`src/rtl/temp_monitor_pkg.sv`:
```
// Shared types and seven-segment glyphs for the temperature monitor.
// Segment bit order is {dp,g,f,e,d,c,b,a}, active low.
package temp_monitor_pkg;

    typedef enum logic [1:0] {
        ST_IDLE  = 2'd0,
        ST_FAN   = 2'd1,
        ST_ALARM = 2'd2
    } state_t;

    localparam logic [7:0] SEG_0     = 8'hC0;
    localparam logic [7:0] SEG_1     = 8'hF9;
    localparam logic [7:0] SEG_2     = 8'hA4;
    localparam logic [7:0] SEG_3     = 8'hB0;
    localparam logic [7:0] SEG_4     = 8'h99;
    localparam logic [7:0] SEG_5     = 8'h92;
    localparam logic [7:0] SEG_6     = 8'h82;
    localparam logic [7:0] SEG_7     = 8'hF8;
    localparam logic [7:0] SEG_8     = 8'h80;
    localparam logic [7:0] SEG_9     = 8'h90;
    localparam logic [7:0] SEG_A     = 8'h88;
    localparam logic [7:0] SEG_F     = 8'h8E;
    localparam logic [7:0] SEG_DASH  = 8'hBF;
    localparam logic [7:0] SEG_BLANK = 8'hFF;

    // Non-decimal glyph codes share the 4-bit code space with BCD digits
    localparam logic [3:0] CODE_A     = 4'hA;
    localparam logic [3:0] CODE_BLANK = 4'hB;
    localparam logic [3:0] CODE_DASH  = 4'hE;
    localparam logic [3:0] CODE_F     = 4'hF;

    function automatic logic [7:0] seg_of(input logic [3:0] code);
        logic [7:0] seg;
        case (code)
            4'd0:       seg = SEG_0;
            4'd1:       seg = SEG_1;
            4'd2:       seg = SEG_2;
            4'd3:       seg = SEG_3;
            4'd4:       seg = SEG_4;
            4'd5:       seg = SEG_5;
            4'd6:       seg = SEG_6;
            4'd7:       seg = SEG_7;
            4'd8:       seg = SEG_8;
            4'd9:       seg = SEG_9;
            CODE_A:     seg = SEG_A;
            CODE_F:     seg = SEG_F;
            CODE_DASH:  seg = SEG_DASH;
            default:    seg = SEG_BLANK;
        endcase
        return seg;
    endfunction

endpackage

```
`src/rtl/temp_monitor_display_bin2bcd.sv`:
```
// Sequential shift-add-3 binary to BCD converter, one bit per clock.
// A start while busy discards the running conversion and reloads.
import temp_monitor_pkg::*;

module bin2bcd_seq #(
    parameter int W = 5
) (
    input  logic         clk,
    input  logic         rst_n,
    input  logic         start,
    input  logic [W-1:0] bin,
    output logic         busy,
    output logic         done,
    output logic [11:0]  bcd
);

    localparam int SW = 12 + W;
    localparam int CW = $clog2(W + 1);

    logic [SW-1:0] work;
    logic [SW-1:0] work_nx;
    logic [CW-1:0] cnt;

    always_comb begin
        work_nx = work;
        for (int i = 0; i < 3; i++) begin
            if (work_nx[W+4*i +: 4] >= 4'd5)
                work_nx[W+4*i +: 4] = work_nx[W+4*i +: 4] + 4'd3;
        end
        work_nx = work_nx << 1;
    end

    always_ff @(posedge clk) begin
        if (!rst_n) begin
            work <= '0;
            cnt  <= '0;
            busy <= 1'b0;
            done <= 1'b0;
            bcd  <= '0;
        end else begin
            done <= 1'b0;
            if (start) begin
                work <= {12'b0, bin};
                cnt  <= CW'(W);
                busy <= 1'b1;
            end else if (busy) begin
                work <= work_nx;
                cnt  <= cnt - 1'b1;
                if (cnt == CW'(1)) begin
                    busy <= 1'b0;
                    done <= 1'b1;
                    bcd  <= work_nx[SW-1:W];
                end
            end
        end
    end

endmodule

```
`src/rtl/temp_monitor_display.sv`:
```
// Temperature supervisor: hysteresis fan/alarm FSM plus a multiplexed
// common-anode readout of the last sample and a status glyph.
import temp_monitor_pkg::*;

module temp_monitor_display #(
    parameter int TEMP_W      = 5,
    parameter int DIGITS      = 4,
    parameter int REFRESH_DIV = 50000,
    parameter int FAN_ON      = 20,
    parameter int FAN_OFF     = 18,
    parameter int ALARM_ON    = 28,
    parameter int ALARM_OFF   = 26
) (
    input  logic              clock,
    input  logic              reset,
    input  logic [TEMP_W-1:0] temperatura,
    input  logic              en_m1,
    input  logic              lect,
    output logic              est_alarma,
    output logic              est_ventilador,
    output logic [DIGITS-1:0] anodos,
    output logic [7:0]        catodos
);

    localparam int CW = $clog2(REFRESH_DIV);
    localparam int IW = $clog2(DIGITS);

    logic [TEMP_W-1:0] t_reg;
    state_t            state;
    state_t            state_nx;
    logic [11:0]       disp_bcd;
    logic [CW-1:0]     ref_cnt;
    logic [IW-1:0]     dig_idx;
    logic              cap;
    logic [11:0]       conv_bcd;
    logic              conv_busy;
    logic              conv_done;
    logic [3:0]        code;

    assign cap = lect & en_m1;

    bin2bcd_seq #(.W(TEMP_W)) u_bcd (
        .clk   (clock),
        .rst_n (reset),
        .start (cap),
        .bin   (temperatura),
        .busy  (conv_busy),
        .done  (conv_done),
        .bcd   (conv_bcd)
    );

    always_ff @(posedge clock) begin
        if (!reset) begin
            t_reg    <= '0;
            state    <= ST_IDLE;
            disp_bcd <= '0;
            ref_cnt  <= '0;
            dig_idx  <= '0;
        end else begin
            if (cap)
                t_reg <= temperatura;
            state <= state_nx;
            if (conv_done && !conv_busy)
                disp_bcd <= conv_bcd;
            if (ref_cnt == CW'(REFRESH_DIV - 1)) begin
                ref_cnt <= '0;
                if (dig_idx == IW'(DIGITS - 1))
                    dig_idx <= '0;
                else
                    dig_idx <= dig_idx + 1'b1;
            end else begin
                ref_cnt <= ref_cnt + 1'b1;
            end
        end
    end

    always_comb begin
        state_nx = state;
        if (!en_m1) begin
            state_nx = ST_IDLE;
        end else begin
            unique case (state)
                ST_IDLE: begin
                    if (t_reg >= TEMP_W'(ALARM_ON))
                        state_nx = ST_ALARM;
                    else if (t_reg >= TEMP_W'(FAN_ON))
                        state_nx = ST_FAN;
                end
                ST_FAN: begin
                    if (t_reg >= TEMP_W'(ALARM_ON))
                        state_nx = ST_ALARM;
                    else if (t_reg <= TEMP_W'(FAN_OFF))
                        state_nx = ST_IDLE;
                end
                ST_ALARM: begin
                    if (t_reg <= TEMP_W'(FAN_OFF))
                        state_nx = ST_IDLE;
                    else if (t_reg <= TEMP_W'(ALARM_OFF))
                        state_nx = ST_FAN;
                end
                default: state_nx = ST_IDLE;
            endcase
        end
    end

    assign est_ventilador = (state != ST_IDLE);
    assign est_alarma     = (state == ST_ALARM);

    // Leading-zero blanking: tens blank only when hundreds is also zero
    always_comb begin
        code = CODE_BLANK;
        if (dig_idx == IW'(0)) begin
            code = disp_bcd[3:0];
        end else if (dig_idx == IW'(1)) begin
            if (disp_bcd[11:4] != 8'd0)
                code = disp_bcd[7:4];
        end else if (dig_idx == IW'(2)) begin
            if (disp_bcd[11:8] != 4'd0)
                code = disp_bcd[11:8];
        end else if (dig_idx == IW'(3)) begin
            if (!en_m1)
                code = CODE_BLANK;
            else if (state == ST_ALARM)
                code = CODE_A;
            else if (state == ST_FAN)
                code = CODE_F;
            else
                code = CODE_DASH;
        end
    end

    assign catodos = seg_of(code);
    assign anodos  = ~(DIGITS'(1) << dig_idx);

endmodule

```
`config.mk`:
```
export PLATFORM = sky130hd
export DESIGN_NAME = temp_monitor_display
export DESIGN_NICKNAME = d
export VERILOG_FILES = /design/src/rtl/temp_monitor_pkg.sv /design/src/rtl/temp_monitor_display_bin2bcd.sv /design/src/rtl/temp_monitor_display.sv
export SDC_FILE = /design/constraint.sdc
export NUM_CORES = 1
export LEC_CHECK = 0
export BUFFER_PORTS_ARGS = -buffer_cell sky130_fd_sc_hd__buf_4
export CORE_MARGIN = 8
export CORE_UTILIZATION = 35
export DETAILED_ROUTE_END_ITERATION = 8
export PLACE_DENSITY = 0.54
export SYNTH_ARGS = -nofsm -noshare
export SYNTH_HDL_FRONTEND = slang
export SYNTH_SLANG_ARGS = --single-unit
```
`constraint.sdc`:
```
create_clock -name clock -period 3.6 [get_ports clock]
set_input_delay 0.72 -clock clock [delete_from_list [all_inputs] [get_ports clock]]
set_output_delay 0.72 -clock clock [all_outputs]
set_load 0.005 [all_outputs]
```
# After elaboration in Yosys (flattened, before gate mapping)
# Memory sizes are Yosys's and may differ from the RTL's.
# Cells that the tools add are included.
# W data, S select, Z words.
dict set report totals {
  register_bits 71
  rom_bits 112
  wordCells 84
  mem_count 1
  inputBits 9
}
# memory words word_bits rd rd_clocked_by_memory_dff write_ports line
set memory_table {}
lappend memory_table {{(name not given)} 16 7 1 0 0 temp_monitor_pkg.sv:34} ;# case (code)
dict set report classes {
  magnitude_cmp 7
  n_eq_ne 10
  n_addsub 6
  n_shift 1
  reduce_logical 14
  n_mux 28
  n_bitwise 5
}
# op n
set op_table {}
lappend op_table {{$mux W4} 7}
lappend op_table {{$mux W3} 6}
lappend op_table {{$add A16 B1 Y16 const B} 1}
lappend op_table {{$eq A16 B16 Y1 const B} 1}
lappend op_table {{$mux W2} 7}
lappend op_table {{$ge A4 B3 Y1 const B} 3}
lappend op_table {{$ge A5 B5 Y1 const B} 2}
lappend op_table {{$le A5 B5 Y1 const B} 2}
lappend op_table {{$mux W5} 2}
lappend op_table {{$add A4 B2 Y4 const B} 2}
lappend op_table {{$reduce_bool A8 Y1} 1}
lappend op_table {{$eq A2 B2 Y1 const B} 3}
lappend op_table {{$ne A3 B3 Y1 const B} 2}
lappend op_table {{$pmux W2 S3} 1}
lappend op_table {{$reduce_and A3 Y1} 2}
lappend op_table {{$mux W1} 5}
lappend op_table {{$eq A2 B1 Y1 const B} 2}
lappend op_table {{$logic_not A2 Y1} 2}
lappend op_table {{$not A4 Y4} 1}
lappend op_table {{$reduce_bool A2 Y1} 2}
lappend op_table {{$reduce_bool A4 Y1} 1}
lappend op_table {{$reduce_or A2 Y1} 2}
lappend op_table {{$shl A1 B2 Y4 const A} 1}
lappend op_table {{$add A3 B2 Y3 const B} 1}
lappend op_table {{other kinds (10)} 12}

# Longest topological paths before layout
# An unclocked memory read counts as a cell.
dict set report logic_depth {
  word_depth 9
  depth_mapped 11
}

# Cells and area by module
# From an unflattened synthesis, not the netlist that was laid out.
dict set report unflattened {
  hier_cells 446
  area_unflattened_um2 3729.8
}
# mod area_per_inst_um2 cells_per_inst n_inst seq_area_each_um2
set modules_own_cells {}
lappend modules_own_cells {temp_monitor_display 2004.4 244 1 740.7}
lappend modules_own_cells {bin2bcd_seq 1725.4 202 1 680.7}

# Worst setup path before layout
# Ideal clock, no wire load.
dict set report synth_timing {
  path_kind {register -> output}
  startpoint {register disp_bcd[8]}
  endpoint {output port catodos[0]}
  slack_ns 0.667
  required_time_ns 2.880
  path_buffers 0
  stages_incl_launch_ff 10
  arrival_ns 2.213
  cell_sequence {dfxtp_1 > or4_4 > nor4_1 > nor2_1 > a211oi_1 > nand2b_1 > ha_1 > inv_1 > mux2_1 > mux2i_1}
}
dict set report synth_between {
  elab_chain_len 6
  elab_cells_between_ends 8
  classes_between {mux (5); reduce/logical (2); memory (1)}
}
# item line
set synth_rtl {}
lappend synth_rtl {{from (decl)} temp_monitor_display.sv:31} ;# logic [11:0] disp_bcd;
lappend synth_rtl {{from (signal assigned)} temp_monitor_display.sv:64} ;# disp_bcd <= conv_bcd;
lappend synth_rtl {{$reduce_bool A4 Y1} temp_monitor_display.sv:118} ;# if (disp_bcd[11:8] != 4'd0)
lappend synth_rtl {{$mux W4} temp_monitor_display.sv:118}
lappend synth_rtl {{$mux W4} temp_monitor_display.sv:117} ;# end else if (dig_idx == IW'(2)) begin
lappend synth_rtl {{$mux W4 *} temp_monitor_display.sv:114} ;# end else if (dig_idx == IW'(1)) begin
lappend synth_rtl {{$mux W4 *} temp_monitor_display.sv:112} ;# if (dig_idx == IW'(0)) begin
lappend synth_rtl {{$mem_v2 Z16 W7 *} -}
lappend synth_rtl {{to (decl)} temp_monitor_display.sv:22} ;# output logic [7:0] catodos
# Mark *: on every way between the ends. The rest lies on a longest branch, timed or not.

# Worst setup path in the final report
dict set report layout_timing {
  startpoint {register disp_bcd[9]}
  endpoint {output port catodos[0]}
}
# The elaborated chain is that of the path after synthesis.

==> impl_summary.md <==
Routing
Using the TritonRoute via totals, the vias-per-cell ratio works out to roughly 4.7. In the routed design, unresolved DRC markers number 0. The remaining antenna violation count is 0. In the final routed layout, each cell accounts on average for ~12 um. The number of search-and-repair iterations in the first detailed-routing pass is 4. After the first detailed-routing iteration, the DRC count stood at approximately 120. For this block, the via count after detailed routing is around 2,700. The aggregate routed wire length is just over 7 mm.

Clock tree
The tree is rooted in a sky130_fd_sc_hd__clkbuf_8. After clock tree synthesis, the clock-pin slew on the worst setup and hold paths is 70 ps. The buffer depth of the longest clock path is 2. The TritonCTS sink count is between 70 and 80. The clock latency on the worst-skew pair is 340 ps.

The H-tree was split into 3 levels. Clock tree synthesis inserted a total of 9 buffers. The CTS tree is yes.

Timing
The time the final worst path needs with I/O delays and setup is 3460 ps. Across the routed clock network, the largest skew measured is 8.35 ps. Setup violations remaining at the end of the flow were counted as 0. For this run, the top clock speed supported by timing is between 200 and 300 MHz.

The max-slew violation count came to 0. For the pin with the worst max-slew slack, the measured transition is 716 ps. Dividing the final minimum period by the clock period gives between 90% and 100%. In this run the tightest slew margin relative to its limit is a little over half.

The hold violation count in the final report is 0.

Global route
The global-route wire length before repair is 12.1 mm. Entering global routing, the biggest net connects 44 pins. The number of antenna violations at the first check in global routing is 0.

The number of global-route vias before repair is ~2,600. After global routing the overflow that remains totals 0. The overall routing resource usage is ~11%.

Cells and area
The filler cell count in the final layout is about 1,100. The area growth from synthesis to layout is 16.1%. The diode insertion count for antenna repair is 0. After the last flow step, the layout net total stands at roughly 460. The register with the highest flop count is u_bcd.work. The sequential cell area in the final layout is ~0.0014 mm^2. For this run, the share of the core covered by cells in the final layout is about two fifths. The area of the multi-input gates is 0.00203 mm^2. In the final layout, the share of cells above drive strength 1 is 13.4%. The register with the most flip-flops in the layout has 17 of them. The largest registers in the layout are u_bcd.work (17), ref_cnt (16).

Critical path
The data required time at the worst endpoint is 2880 ps. Along the worst path, the maximum fanout reaches 4. Traced cell by cell, the critical path runs through or4_4, nor4_4, nor2_1, a211oi_2, nand2b_4, ha_2, inv_1, mux2_1, mux2i_1, buf_4. The highest cell delay on the worst timing path is ~570 ps. STA classifies the critical path endpoint as a primary output. The number of logic stages on the critical path including buffering is 10. The category of the worst setup path launch point is a flop. Grouping stages by cell kind, the critical path spends the most delay in simple AND/OR/NAND/NOR gates.

The buffers plus inverters on the worst setup path is 2. The highest-delay cell along the critical path is sky130_fd_sc_hd__or4_4. The number of cells on the worst reg-to-reg path is 5. Data on the critical path arrives at its endpoint at 2740 ps. By startpoint and endpoint, the worst setup path is classified as reg2out.

Worst hold path
Along the worst hold path, the cell count comes to 1. The class of the most critical hold timing path is reg2reg.

Floorplanning
Pin placement for this block handled 23 I/O pins. The area of the core region is just over 0.01 mm^2. Measured along the y axis, the die boundary spans 117 um.

For this configuration, the core starts out at a cell density of around a third. The die width is ~120 um. The die covers 0.0136 mm^2. The floorplan has 37 rows.

Place
Detailed placement finished with a half-perimeter wire length of between 5 and 6 mm. During placement, the flow inserted port buffers numbering 21. The final weighted congestion in routability-driven placement is around 0.76.

Power
The clock network power share is between 40% and 50%. The switching part of the total is roughly 22%. The analysis attributes to net switching a power of roughly 0.00036 W.

For this design the ratio of total power to cell area is 394 mW/mm^2. The post-route total power is 0.00163 W. IR analysis of the VDD net gives a maximum drop of between 0.15 and 0.2 mV. Of the total power, combinational logic draws under 10%. The part of the total power dissipated in sequential elements is between 50 and 60%. The leakage power figure is about 1.6 nW. The internal portion of total power is 0.00127 W.

Yosys
The proportion of synthesized flip-flops having asynchronous set or reset is 0%. The share of synthesized area occupied by flip-flops and latches is approximately 40%. The synthesized cell area is about 0.0036 mm^2. For this run, the leading register cell type out of synthesis is sky130_fd_sc_hd__dfxtp_1. The Yosys warning count is 0. The number of distinct standard cells referenced by the synthesized netlist is 48.

The synthesized net count is 444. The fraction of post-synthesis cell area in the top cell type by area is 39.9%. The largest area contributor in the synthesized netlist is sky130_fd_sc_hd__dfxtp_1. Counting flops with a built-in enable in the synthesized netlist gives 0. By area the synthesized netlist is led by sky130_fd_sc_hd__dfxtp_1, sky130_fd_sc_hd__nand2_1, sky130_fd_sc_hd__ha_1. The synthesized instance count is around 420. After synthesis the netlist holds a flip-flop and latch count of 71. The synthesized area divided by synthesized cell count is approximately 8.6 um^2.

Run status
The flow ran to the end, and the final reports show no timing, DRC or antenna violations.

Job
The max-capacitance violation count is 0.
[worst reg2reg max path: cells and delay by family, from the launching register on]
family,cells,cell delay [ps]
AND/OR/NAND/NOR,4,1260
adder cells (fa/ha/maj),1,210
flip-flops,1,370
[layer usage]
metal | wire length, um | global-route usage [%] | up-vias
met5 | 0 | 0 | -
met4 | 131 | 5.63 | 0
met3 | 214 | 2.41 | 11
met2 | 3130 | 17.1 | 28
met1 | 3610 | 14.5 | 1249
li1 | - | - | 1452
[layout make-up]
class,count,share of cell area [%]
inverter,22,2.00
timing repair buffer,26,4.73
sequential,71,34.4
multi-input combinational,306,49.1
tap,136,4.12
clock inverter,5,1.94
clock buffer,11,3.67
[Yosys cell counts, types with 2 or more instances]
cell and count:
sky130_fd_sc_hd__and2_1 4, sky130_fd_sc_hd__a211o_1 2, sky130_fd_sc_hd__a21boi_0 29, sky130_fd_sc_hd__nor2_1 41
sky130_fd_sc_hd__o211a_1 5, sky130_fd_sc_hd__nand4_1 4, sky130_fd_sc_hd__nor2b_1 7, sky130_fd_sc_hd__nor4_1 3
sky130_fd_sc_hd__xor2_1 10, sky130_fd_sc_hd__o21a_1 2, sky130_fd_sc_hd__or3b_1 2, sky130_fd_sc_hd__nand2_1 68
sky130_fd_sc_hd__mux2i_1 18, sky130_fd_sc_hd__nor3_1 4, sky130_fd_sc_hd__and3_1 2, sky130_fd_sc_hd__xnor2_1 10
sky130_fd_sc_hd__dfxtp_1 71, sky130_fd_sc_hd__clkbuf_1 16, sky130_fd_sc_hd__ha_1 19, sky130_fd_sc_hd__nand2b_1 7
sky130_fd_sc_hd__mux2_2 4, sky130_fd_sc_hd__a21oi_1 12, sky130_fd_sc_hd__nor3b_1 4, sky130_fd_sc_hd__o21ai_0 11
sky130_fd_sc_hd__nand3b_1 2, sky130_fd_sc_hd__inv_1 22, sky130_fd_sc_hd__a211oi_1 5, sky130_fd_sc_hd__nand3_1 12
[kinds of logic (layout without fill, tap and decap cells)]
family / Yosys count / in the layout / share of synthesized area, %
AO/OA/AOI/OAI: 77 / 77 / 15.6
flip-flops: 71 / 71 / 39.9
AND/OR/NAND/NOR: 164 / 164 / 21.2
other: 1 / 1 / 0.105
multiplexers: 24 / 24 / 7.07
buffers and inverters: 39 / 64 / 4.22
adder cells (fa/ha/maj): 20 / 20 / 6.96
XOR/XNOR: 20 / 20 / 4.92
[layout by cell type (no fill, tap or decap), types with 2 or more instances in the layout]
cell	count
sky130_fd_sc_hd__o211a_1	5
sky130_fd_sc_hd__nand3_1	12
sky130_fd_sc_hd__a211o_1	2
sky130_fd_sc_hd__o21ai_0	11
sky130_fd_sc_hd__a21oi_1	11
sky130_fd_sc_hd__clkbuf_8	11
sky130_fd_sc_hd__nor2b_1	7
sky130_fd_sc_hd__dfxtp_1	71
sky130_fd_sc_hd__nor2_1	41
sky130_fd_sc_hd__xnor2_1	10
sky130_fd_sc_hd__ha_2	2
sky130_fd_sc_hd__o21a_1	2
sky130_fd_sc_hd__nor3b_1	4
sky130_fd_sc_hd__inv_1	22
sky130_fd_sc_hd__mux2_2	4
sky130_fd_sc_hd__nand4_1	4
sky130_fd_sc_hd__nand3b_1	2
sky130_fd_sc_hd__xor2_1	10
sky130_fd_sc_hd__nand2b_1	6
sky130_fd_sc_hd__clkinvlp_4	2
sky130_fd_sc_hd__buf_4	26
sky130_fd_sc_hd__or3b_1	2
sky130_fd_sc_hd__mux2i_1	18
sky130_fd_sc_hd__bufinv_16	2
sky130_fd_sc_hd__and2_1	4
sky130_fd_sc_hd__a21boi_0	29
sky130_fd_sc_hd__a211oi_1	4
sky130_fd_sc_hd__nor3_1	4
sky130_fd_sc_hd__ha_1	17
sky130_fd_sc_hd__nand2_1	68
sky130_fd_sc_hd__and3_1	2
[power groups by stage]
stage	Clock [W]	Combinational [W]	Sequential, W
2_1_floorplan	0	0.0000663	0.000829
3_3_place_gp	0	0.0000847	0.000833
3_5_place_dp	0	0.0000861	0.000834
4_1_cts	0.000751	0.0000870	0.000815
5_1_grt	0.000790	0.0000981	0.000817
6_report	0.000726	0.0000855	0.000815
[final timing paths]
check | slack (ps) | end | from
worst max-delay path | 140 | catodos[0] | disp_bcd[9]
worst min-delay path | 470 | ref_cnt[0] | ref_cnt[0]
worst max register to register | 1640 | ref_cnt[13] | ref_cnt[0]
worst min register to register | 470 | ref_cnt[0] | ref_cnt[0]
[metrics by stage]
stage / setup WS, ps / std cells / hold WS, ps / setup TNS (ps) / cell area, um^2
after CTS: 5.99 / 575 / 473 / 0 / 4070
after global routing: -22.0 / 577 / 493 / -22.0 / 4130
after detailed placement: 388 / 559 / 459 / 0 / 3840
after global placement: 414 / 559 / 445 / 0 / 3840
final: 138 / 577 / 470 / 0 / 4130
after floorplan: 667 / 416 / 430 / 0 / 3560
[repair_timing]
| action | in CTS | in global routing |
|---|---|---|
| endpoints found under the setup margin | 0 | 6 |
| buffers inserted | 0 | 2 |
| resized for setup | 0 | 8 |
| hold buffers | 0 | 0 |
Note: power is estimated with default switching activity, not from simulation.
